===== src/rtl/penc_pkg.sv =====
// ----------------------------------------------------------------------------
// penc_pkg
// Shared types and helpers for the priority scan encoder.
//   penc_state_e : scan FSM state encoding (PENC_IDLE, PENC_SCAN)
//   penc_idx_w   : index width for a request vector of a given width
// ----------------------------------------------------------------------------
package penc_pkg;

   typedef enum logic [0:0] {
      PENC_IDLE = 1'b0,
      PENC_SCAN = 1'b1
   } penc_state_e;

   // Keep at least one index bit, so a degenerate width still gives a legal port.
   function automatic int penc_idx_w(input int width);
      return (width <= 2) ? 1 : $clog2(width);
   endfunction

endpackage


===== src/rtl/penc_find_first.sv =====
// ----------------------------------------------------------------------------
// penc_find_first
// Purely combinational first-set-bit finder.
// Optional build macro: PENC_LSB_FIRST_EN
//   undefined : bit WIDTH-1 has the highest priority (MSB first)
//   defined   : bit 0 has the highest priority (LSB first)
// Ports:
//   i_vec : WIDTH-bit vector to search
//   o_idx : index of the highest-priority set bit (0 when i_vec is zero)
//   o_one : high when exactly one bit of i_vec is set
// ----------------------------------------------------------------------------
module penc_find_first
   import penc_pkg::*;
#(
   parameter  int WIDTH = 8,
   localparam int IDX_W = penc_idx_w(WIDTH)
) (
   input  logic [WIDTH-1:0] i_vec,
   output logic [IDX_W-1:0] o_idx,
   output logic             o_one
);

   logic [IDX_W-1:0] w_idx;

   // Priority search: the last matching bit visited by the loop wins, so the
   // loop walks from lowest to highest priority.
   always_comb begin
      w_idx = {IDX_W{1'b0}};
`ifdef PENC_LSB_FIRST_EN
      for (int i = WIDTH - 1; i >= 0; i--) begin
         w_idx = i_vec[i] ? IDX_W'(i) : w_idx;
      end
`else
      for (int i = 0; i < WIDTH; i++) begin
         w_idx = i_vec[i] ? IDX_W'(i) : w_idx;
      end
`endif
   end

   assign o_idx = w_idx;

   // v & (v-1) strips the lowest set bit; nothing left means exactly one was set.
   assign o_one = (i_vec != {WIDTH{1'b0}}) &&
                  ((i_vec & (i_vec - WIDTH'(1))) == {WIDTH{1'b0}});

endmodule


===== src/rtl/priority_scan_encoder.sv =====
// ----------------------------------------------------------------------------
// priority_scan_encoder
// Captures a WIDTH-bit request vector and emits the index of every set bit,
// one per accepted output beat, in priority order. The last index of a vector
// is flagged with out_last. An all-zero vector produces only empty_pulse.
// Optional build macro: PENC_LSB_FIRST_EN (LSB-first scan order, see
// penc_find_first); handshake and timing are identical in both builds.
// Ports:
//   clk, rst_n          : clock, asynchronous active-low reset
//   in_valid/in_ready   : request vector handshake, in_data is the vector
//   out_valid/out_ready : index handshake, out_idx/out_last are the payload
//   empty_pulse         : one-cycle pulse after an all-zero vector is accepted
//   busy                : high while a vector is being scanned
// ----------------------------------------------------------------------------
module priority_scan_encoder
   import penc_pkg::*;
#(
   parameter  int WIDTH = 8,
   localparam int IDX_W = penc_idx_w(WIDTH)
) (
   input  logic             clk,
   input  logic             rst_n,
   input  logic             in_valid,
   output logic             in_ready,
   input  logic [WIDTH-1:0] in_data,
   output logic             out_valid,
   input  logic             out_ready,
   output logic [IDX_W-1:0] out_idx,
   output logic             out_last,
   output logic             empty_pulse,
   output logic             busy
);

   penc_state_e      r_state;
   penc_state_e      w_state_nxt;
   logic [WIDTH-1:0] r_work;
   logic [WIDTH-1:0] w_work_nxt;
   logic [WIDTH-1:0] w_clr_mask;
   logic [IDX_W-1:0] r_idx;
   logic [IDX_W-1:0] w_ff_idx;
   logic             r_last;
   logic             w_ff_one;
   logic             r_empty;
   logic             w_empty_nxt;

   assign w_clr_mask = WIDTH'(1) << r_idx;

   // The finder looks at the next work value so that out_idx/out_last can be
   // registered alongside the work register and change only on a clock edge.
   penc_find_first #(
      .WIDTH (WIDTH)
   ) u_find (
      .i_vec (w_work_nxt),
      .o_idx (w_ff_idx),
      .o_one (w_ff_one)
   );

   // Next-state logic: load on accept, clear the emitted bit on each beat.
   always_comb begin
      w_state_nxt = r_state;
      w_work_nxt  = r_work;
      w_empty_nxt = 1'b0;
      case (r_state)
         PENC_IDLE: begin
            if (in_valid) begin
               if (in_data != {WIDTH{1'b0}}) begin
                  w_work_nxt  = in_data;
                  w_state_nxt = PENC_SCAN;
               end else begin
                  w_empty_nxt = 1'b1;
               end
            end else begin
               w_state_nxt = PENC_IDLE;
            end
         end
         PENC_SCAN: begin
            if (out_ready) begin
               // The final beat clears the last bit, leaving the work register zero.
               w_work_nxt  = r_work & ~w_clr_mask;
               w_state_nxt = r_last ? PENC_IDLE : PENC_SCAN;
            end else begin
               w_state_nxt = PENC_SCAN;
            end
         end
         default: begin
            w_state_nxt = PENC_IDLE;
            w_work_nxt  = {WIDTH{1'b0}};
         end
      endcase
   end

   // State, work register and registered output payload.
   always_ff @(posedge clk or negedge rst_n) begin
      if (!rst_n) begin
         r_state <= PENC_IDLE;
         r_work  <= {WIDTH{1'b0}};
         r_idx   <= {IDX_W{1'b0}};
         r_last  <= 1'b0;
         r_empty <= 1'b0;
      end else begin
         r_state <= w_state_nxt;
         r_work  <= w_work_nxt;
         r_idx   <= w_ff_idx;
         r_last  <= w_ff_one;
         r_empty <= w_empty_nxt;
      end
   end

   assign in_ready    = (r_state == PENC_IDLE);
   assign out_valid   = (r_state == PENC_SCAN);
   assign busy        = (r_state == PENC_SCAN);
   assign out_idx     = r_idx;
   assign out_last    = r_last;
   assign empty_pulse = r_empty;

endmodule

===== config.mk =====
export PLATFORM = sky130hd
export DESIGN_NAME = priority_scan_encoder
export DESIGN_NICKNAME = d
export VERILOG_FILES = /design/src/rtl/penc_pkg.sv /design/src/rtl/penc_find_first.sv /design/src/rtl/priority_scan_encoder.sv
export SDC_FILE = /design/constraint.sdc
export NUM_CORES = 1
export LEC_CHECK = 0
export ABC_AREA = 1
export CORE_MARGIN = 3
export CORE_UTILIZATION = 51
export CTS_BUF_LIST = sky130_fd_sc_hd__clkbuf_8
export CTS_CLUSTER_DIAMETER = 30
export CTS_CLUSTER_SIZE = 14
export DETAILED_ROUTE_END_ITERATION = 7
export PLACE_DENSITY_LB_ADDON = 0.08
export SYNTH_ARGS = -nofsm -noshare
export SYNTH_HDL_FRONTEND = slang
export SYNTH_SLANG_ARGS = --single-unit
export TNS_END_PERCENT = 50

===== constraint.sdc =====
create_clock -name clk -period 1.9 [get_ports clk]
set_input_delay 0.57 -clock clk [delete_from_list [all_inputs] [get_ports clk]]
set_output_delay 0.57 -clock clk [all_outputs]
set_load 0.05 [all_outputs]

==> summary.txt, run 1 <==
Worst setup path
  • CP Capture Type: register
  • R2r worst-path depth: 10
  • Reg2Reg Setup Slack: between 0.1 and 0.15 ns
  • Setup Crit Path Kind: in2reg
  • Launching point of the worst reg2reg path: busy$_DFF_PN0_
  • Worst Path Max Fanout: 5
  • Worst EP required: roughly 2.1 ns
  • Setup crit start kind: primary input
  • Critical Path AT: about 2.0 ns
  • Worst R2R End: out_last$_DFF_PN0_

Synthesis
  • Seq/Total Area, Yosys: roughly two fifths
  • Cells after synthesis: between 100 and 150
  • Mapped Area: approximately 880 um^2
  • Yosys cell types: 20
  • Mean Syn Cell Area: 7.172 um^2
  • Synth Warn #: 0
  • Syn nets: around 140
  • #FFs+latches synth: 14

Floorplanning
  • Rows: 14
  • Die Y: around 48 um
  • Die width: roughly 48 um
  • Initial Util: 56.58%
  • Floorplan Core Area: ~1600 um^2
  • IO Count: 20
  • Die area: between 2000 and 2500 um^2

Clock tree
  • Worst-skew pair later-pin latency: roughly 0.25 ns
  • TritonCTS buffer count: 3
  • TritonCTS clock tree: yes
  • Clk buf depth: 2
  • Root buf cell: clkbuf_8
  • H-tree depth: 1
  • CTS clk-pin slew, worst paths: 0.06 ns
  • Clock sink total: 14

Cells and area
  • Antenna Cells: 0
  • Finished Layout Cells: ~180
  • Area grow syn2layout: 56.45%
  • # fillers: 70
  • Core Util, Final: between 80% and 90%
  • Share of cells above drive strength 1: between 40 and 50%
  • Nets@finish: between 150 and 200

STA
  • Final hold violations: 0
  • Relative slew slack: 82.39%
  • Fmax: 0.5582 GHz
  • Final Max Tran Viols: 0
  • Worst-Margin Slew: 0.2641 ns
  • Post-layout min period: roughly 1.8 ns
  • Final setup fails: 0
  • Crit share post-route: between 90% and 100%
  • Worst Skew: approximately 0.0022 ns
  • Hold_ws: 0.5454 ns

Detailed routing
  • Drt first pass iters: 4
  • Iter 0 DRT Violations: 18
  • Total Wirelength: about 2700 um
  • # DRC: 0
  • Vias: slightly below 1000
  • Antenna viol nets, final: 0
  • Via density: 5.255
  • Per-cell routed wire length: roughly 14 um

Flow run
  • Maxcap violations: 0

Global route
  • Grt ovf: 0
  • Initial antenna violation count: 0
  • Vias in the first global route: approximately 950
  • First-pass GRT wire length: about 4000 um
  • Largest net degree at the start of global routing: 15
  • Total track usage: a little over a quarter

Worst hold path
  • Hold_sp: out_last$_DFF_PN0_
  • Hold WC Path Type: reg2reg
  • Hold Path Sink: busy$_DFF_PN0_
  • Hold depth: 3

Power
  • Pwr dens: approximately 1700 nW/um^2
  • Maximum VDD drop: approximately 0.0013 V
  • Leakage: ~0.74 nW

Placed design
  • Hpwl dp: around 1800 um
  • Placed Cells: between 150 and 200
  • Port Buf Inserts: 19
  • Final Wtd Congestion: approximately 0.84

Run status
  • Outcome: completed
==> per-stage QoR <==
step | setup WS (ns) | instance area [um^2] | power (mW) | TNS [ns]
3_3_place_gp | -0.4109 | 1245 | 1.786 | -1.890
6_report | 0.1085 | 1380 | 2.324 | 0
5_1_grt | -0.01630 | 1380 | 2.474 | -0.01630
3_5_place_dp | -0.4825 | 1245 | 1.827 | -2.432
2_1_floorplan | 0.01721 | 900.9 | 1.331 | 0
4_1_cts | 0.004349 | 1359 | 2.219 | 0
==> report_power, final <==
part | switching, mW | total, mW | internal, mW
Sequential | 0.107 | 0.520 | 0.413
Clock | 0.112 | 0.296 | 0.184
Combinational | 0.884 | 1.51 | 0.625
==> sequential cells by signal, summed over array words and instances, names as in the netlist <==
register     flops
r_work           8
out_last         1
busy             1
empty_pulse      1
out_idx          3
==> worst max-delay path: stages <==
cell,delay [ns]
clkdlybuf4s15_1,0.20
inv_2,0.07
nor2_4,0.13
o21ai_4,0.10
buf_4,0.15
o21ai_4,0.19
nand2_2,0.12
nor2_4,0.12
nand2_1,0.05
nand2_1,0.07
nand3_1,0.09
nor2_1,0.11
==> metal layers <==
layer	vias to the layer above	track usage, %	part of all wire (%)
li1	468	-	-
met1	466	31.07	41
met2	26	44.92	52
met3	7	5.639	4.9
met4	0	11.29	2.1
met5	-	0	0
==> how the worst max path moves through the flow <==
stage	startpoint	end	cells after the start
6_report	in_valid	out_last$_DFF_PN0_	12
5_1_grt	in_valid	out_last$_DFF_PN0_	12
4_1_cts	out_ready	out_last$_DFF_PN0_	14
3_5_place_dp	in_data[5]	out_last$_DFF_PN0_	12
3_3_place_gp	in_data[4]	out_last$_DFF_PN0_	12
2_1_floorplan	busy$_DFF_PN0_	out_last$_DFF_PN0_	12
==> layout by cell type (no fill, tap or decap), types with 4 or more instances in the layout <==
cell and instances:
o21ai_2 5, o21ai_1 4, clkbuf_2 8, nand2_2 12
dfrtp_1 13, nand3_1 4, nor2_2 4, nor2_4 5
nand2_1 36, nor2_1 4, inv_1 13, inv_2 4
buf_4 28, clkbuf_8 4
==> kinds of logic after synthesis <==
kind of cell / count (synthesis) / share of synthesized area, %
and+or+nand+nor: 73 / 38.58
buffers and inverters: 21 / 9.787
AOI/OAI and AO/OA: 15 / 11.91
DFF: 14 / 39.72
==> Yosys cell counts, drive strengths merged <==
master | number | area (um^2)
a21oi | 2 | 10.01
a22oi | 1 | 12.51
buf | 2 | 15.01
clkinv | 2 | 7.510
dfrtp | 14 | 350.3
inv | 17 | 63.81
nand2 | 50 | 210.2
nand3 | 4 | 20.02
nand3b | 2 | 15.01
nand4 | 1 | 6.260
nor2 | 13 | 73.82
nor3 | 3 | 15.01
o21ai | 12 | 82.58
==> final cells by class <==
cell class                      instances  area, um^2  share of cell area (%)
Clock buffer                            4       55.05                   3.989
Inverter                               19       75.07                   5.440
Multi-Input combinational cell         89       535.5                   38.80
Sequential cell                        14       351.6                   25.48
Tap cell                               16       20.02                   1.451
Timing Repair Buffer                   42       342.8                   24.84
==> what timing repair did <==
action,CTS,global route
pin swaps,16,24
gates resized for setup,25,29
buffers inserted,4,1
cloned,1,0
endpoints found under the setup margin,4,4
hold buffers,0,0
Power figures use the tool's default switching activity.
==> inputs of run 2 (changes only) <==
- ABC_CLOCK_PERIOD_IN_PS: unset -> 1900
- CELL_PAD_IN_SITES_DETAIL_PLACEMENT: unset -> 0
- CELL_PAD_IN_SITES_GLOBAL_PLACEMENT: unset -> 2
- CORE_UTILIZATION: 51 -> 28
==> summary.txt, run 2 (synthesis results as in run 1) <==
Run status
  • Outcome: completed (unchanged)

Global route
  • Vias in the first global route: 934 (was 946)
  • Initial antenna violation count: 0 (unchanged)
  • First-pass GRT wire length: 4312 um (was 4036 um)
  • Largest net degree at the start of global routing: 15 (unchanged)
  • Grt ovf: 0 (unchanged)
  • Total track usage: 14.18% (was 26.04%)

STA
  • Fmax: 0.5704 GHz (was 0.5582 GHz)
  • Post-layout min period: 1.753 ns (was 1.791 ns)
  • Worst-Margin Slew: 0.2458 ns (was 0.2641 ns)
  • Worst Skew: 0.004495 ns (was 0.002183 ns)
  • Fin worst setup slack: 0.1470 ns (was 0.1085 ns)
  • Final setup fails: 0 (unchanged)
  • Final Max Tran Viols: 0 (unchanged)
  • Relative slew slack: 83.62% (was 82.39%)
  • RSZ-0062 raised after global routing: false
  • Final hold violations: 0 (unchanged)
  • Crit share post-route: 92.27% (was 94.29%)
  • Hold_ws: 0.5461 ns (was 0.5454 ns)

Worst setup path
  • Setup crit start kind: register (was primary input)
  • R2r worst-path depth: 13 (was 10)
  • Setup Crit Path Kind: reg2reg (was in2reg)
  • Crit path top cell by count: nand2_1
  • Worst-path cell chain: nor2_4 > o21ai_4 > buf_12 > buf_4 > o21ai_4 > buf_4 > nand2_2 > nor2_2 > nand2_1 > nand2_1 > nand2_1 > inv_1 > nor2_1 (was clkdlybuf4s15_1 > inv_2 > nor2_4 > o21ai_4 > buf_4 > o21ai_4 > nand2_2 > nor2_4 > nand2_1 > nand2_1 > nand3_1 > nor2_1)
  • Worst Path Max Fanout: 5 (unchanged)
  • Critical Path AT: 1.90 ns (was 1.98 ns)
  • Worst EP required: 2.04 ns (was 2.08 ns)
  • Max incr delay on CP: 0.46 ns (was 0.20 ns)
  • CP Capture Type: register (unchanged)
  • Critical-path top delay cell: dfrtp_2 (was clkdlybuf4s15_1)

Cells and area
  • Nets@finish: 190 (was 181)
  • Area of the multi-input gates: 501.7 um^2 (was 535.5 um^2)
  • Reg area: 351.6 um^2 (unchanged)
  • Core Util, Final: 51.89% (was 88.52%)
  • Area grow syn2layout: 69.22% (was 56.45%)
  • # fillers: 284 (was 70)
  • Antenna Cells: 0 (unchanged)
  • Share of cells above drive strength 1: 51.41% (was 49.40%)
  • Most frequent cells in the layout: nand2_1 (36), buf_4 (35), nand2_2 (13), inv_1 (13), dfrtp_1 (13) (was nand2_1 (36), buf_4 (28), inv_1 (13), dfrtp_1 (13), nand2_2 (12))
  • Final non-filler cell area: 1493 um^2 (was 1380 um^2)
  • Largest reg by FF count: r_work (unchanged)
  • Largest register FFs: 8 (unchanged)
  • Commonest non-fill, non-tap cell in the layout: nand2_1 (unchanged)

Detailed routing
  • # DRC: 0 (unchanged)
  • Per-cell routed wire length: 12.03 um (was 14.45 um)
  • Via density: 4.274 (was 5.255)
  • Iter 0 DRT Violations: 16 (was 18)
  • Total Wirelength: 2635 um (was 2658 um)
  • Vias: 936 (was 967)
  • Antenna viol nets, final: 0 (unchanged)
  • Drt first pass iters: 4 (unchanged)

Placed design
  • Hpwl dp: 2049 um (was 1766 um)
  • Worst slack, placed: -0.4914 ns (was -0.4825 ns)
  • Port Buf Inserts: 19 (unchanged)
  • Placed Instance Area: 1300 um^2 (was 1245 um^2)
  • Final Wtd Congestion: 0.8793 (was 0.8369)

Floorplanning
  • Floorplan Core Area: 2877 um^2 (was 1559 um^2)
  • Die width: 62.13 um (was 47.59 um)
  • Die Y: 62.13 um (was 47.59 um)
  • Rows: 19 (was 14)
  • Die area: 3860 um^2 (was 2265 um^2)
  • IO Count: 20 (unchanged)
  • Initial Util: 30.67% (was 56.58%)

Worst hold path
  • Hold depth: 1 (was 3)
  • Hold WC Path Type: reg2reg (unchanged)

Clock tree
  • Root buf cell: clkbuf_8 (unchanged)
  • TritonCTS buffer count: 3 (unchanged)
  • Clk buf depth: 2 (unchanged)
  • Clock sink total: 14 (unchanged)
  • H-tree depth: 1 (unchanged)
  • TritonCTS clock tree: yes (unchanged)
  • Worst-skew pair later-pin latency: 0.25 ns (about the same)
  • CTS clk-pin slew, worst paths: 0.06 ns (about the same)

Power
  • Maximum VDD drop: 0.0007829 V (was 0.001287 V)
  • Total Power: 2.412 mW (was 2.324 mW)
  • Leakage: 0.7891 nW (was 0.7351 nW)
  • Pwr dens: 1616 nW/um^2 (was 1684 nW/um^2)

Flow run
  • Maxcap violations: 0 (unchanged)
-- run 2: worst paths after layout --
| check | startpoint | end | slack (ns) |
|---|---|---|---|
| worst max-delay path | busy$_DFF_PN0_ | out_last$_DFF_PN0_ | 0.15 |
| worst min-delay path | busy$_DFF_PN0_ | empty_pulse$_DFF_PN0_ | 0.55 |
| worst max register to register | busy$_DFF_PN0_ | out_last$_DFF_PN0_ | 0.15 |
| worst min register to register | busy$_DFF_PN0_ | empty_pulse$_DFF_PN0_ | 0.55 |
| max in group asynchronous | rst_n | busy$_DFF_PN0_ | 1.07 |
| min in group asynchronous | rst_n | out_last$_DFF_PN0_ | 0.64 |
-- run 2: cell type report --
class / instances / share of cell area (%)
timing repair buffer: 52 / 30.51
tap: 42 / 3.521
clock buffer: 4 / 3.688
sequential: 14 / 23.55
multi-input combinational: 88 / 33.61
inverter: 19 / 5.113
-- run 2: power by group --
| part | switching (mW) | internal, mW | total, mW | leakage (nW) |
|---|---|---|---|---|
| clock | 0.111 | 0.184 | 0.295 | 0.0288 |
| combinational | 0.899 | 0.723 | 1.62 | 0.589 |
| sequential | 0.0820 | 0.413 | 0.495 | 0.172 |
-- run 2: what timing repair did --
action,4_1_cts,5_1_grt
pin swaps,11,19
hold buffers,0,0
endpoints found under the setup margin,5,3
cloned,0,1
buffers inserted,3,8
gates resized for setup,26,24
-- run 2: per-layer routing --
metal  vias up  wire length (um)  global-route usage [%]
met4         0                43                   5.801
li1        492                 -                       -
met3         5                88                   3.063
met5         -                 0                       0
met2        15              1332                   24.60
met1       424              1170                   16.95
-- run 2: critical path: cells and delay by family, from the launching register on --
kind                   cells  cell delay [ns]
AND/OR/NAND/NOR            7             0.48
flip-flops                 1             0.46
buffers and inverters      4             0.45
AO/OA/AOI/OAI              2             0.26
-- run 2: per-stage QoR --
step	setup TNS (ns)	instances
after floorplan	0	123
after global placement	-2.443	203
after detailed placement	-2.832	203
after CTS	0	210
after global routing	0	219
final	0	219
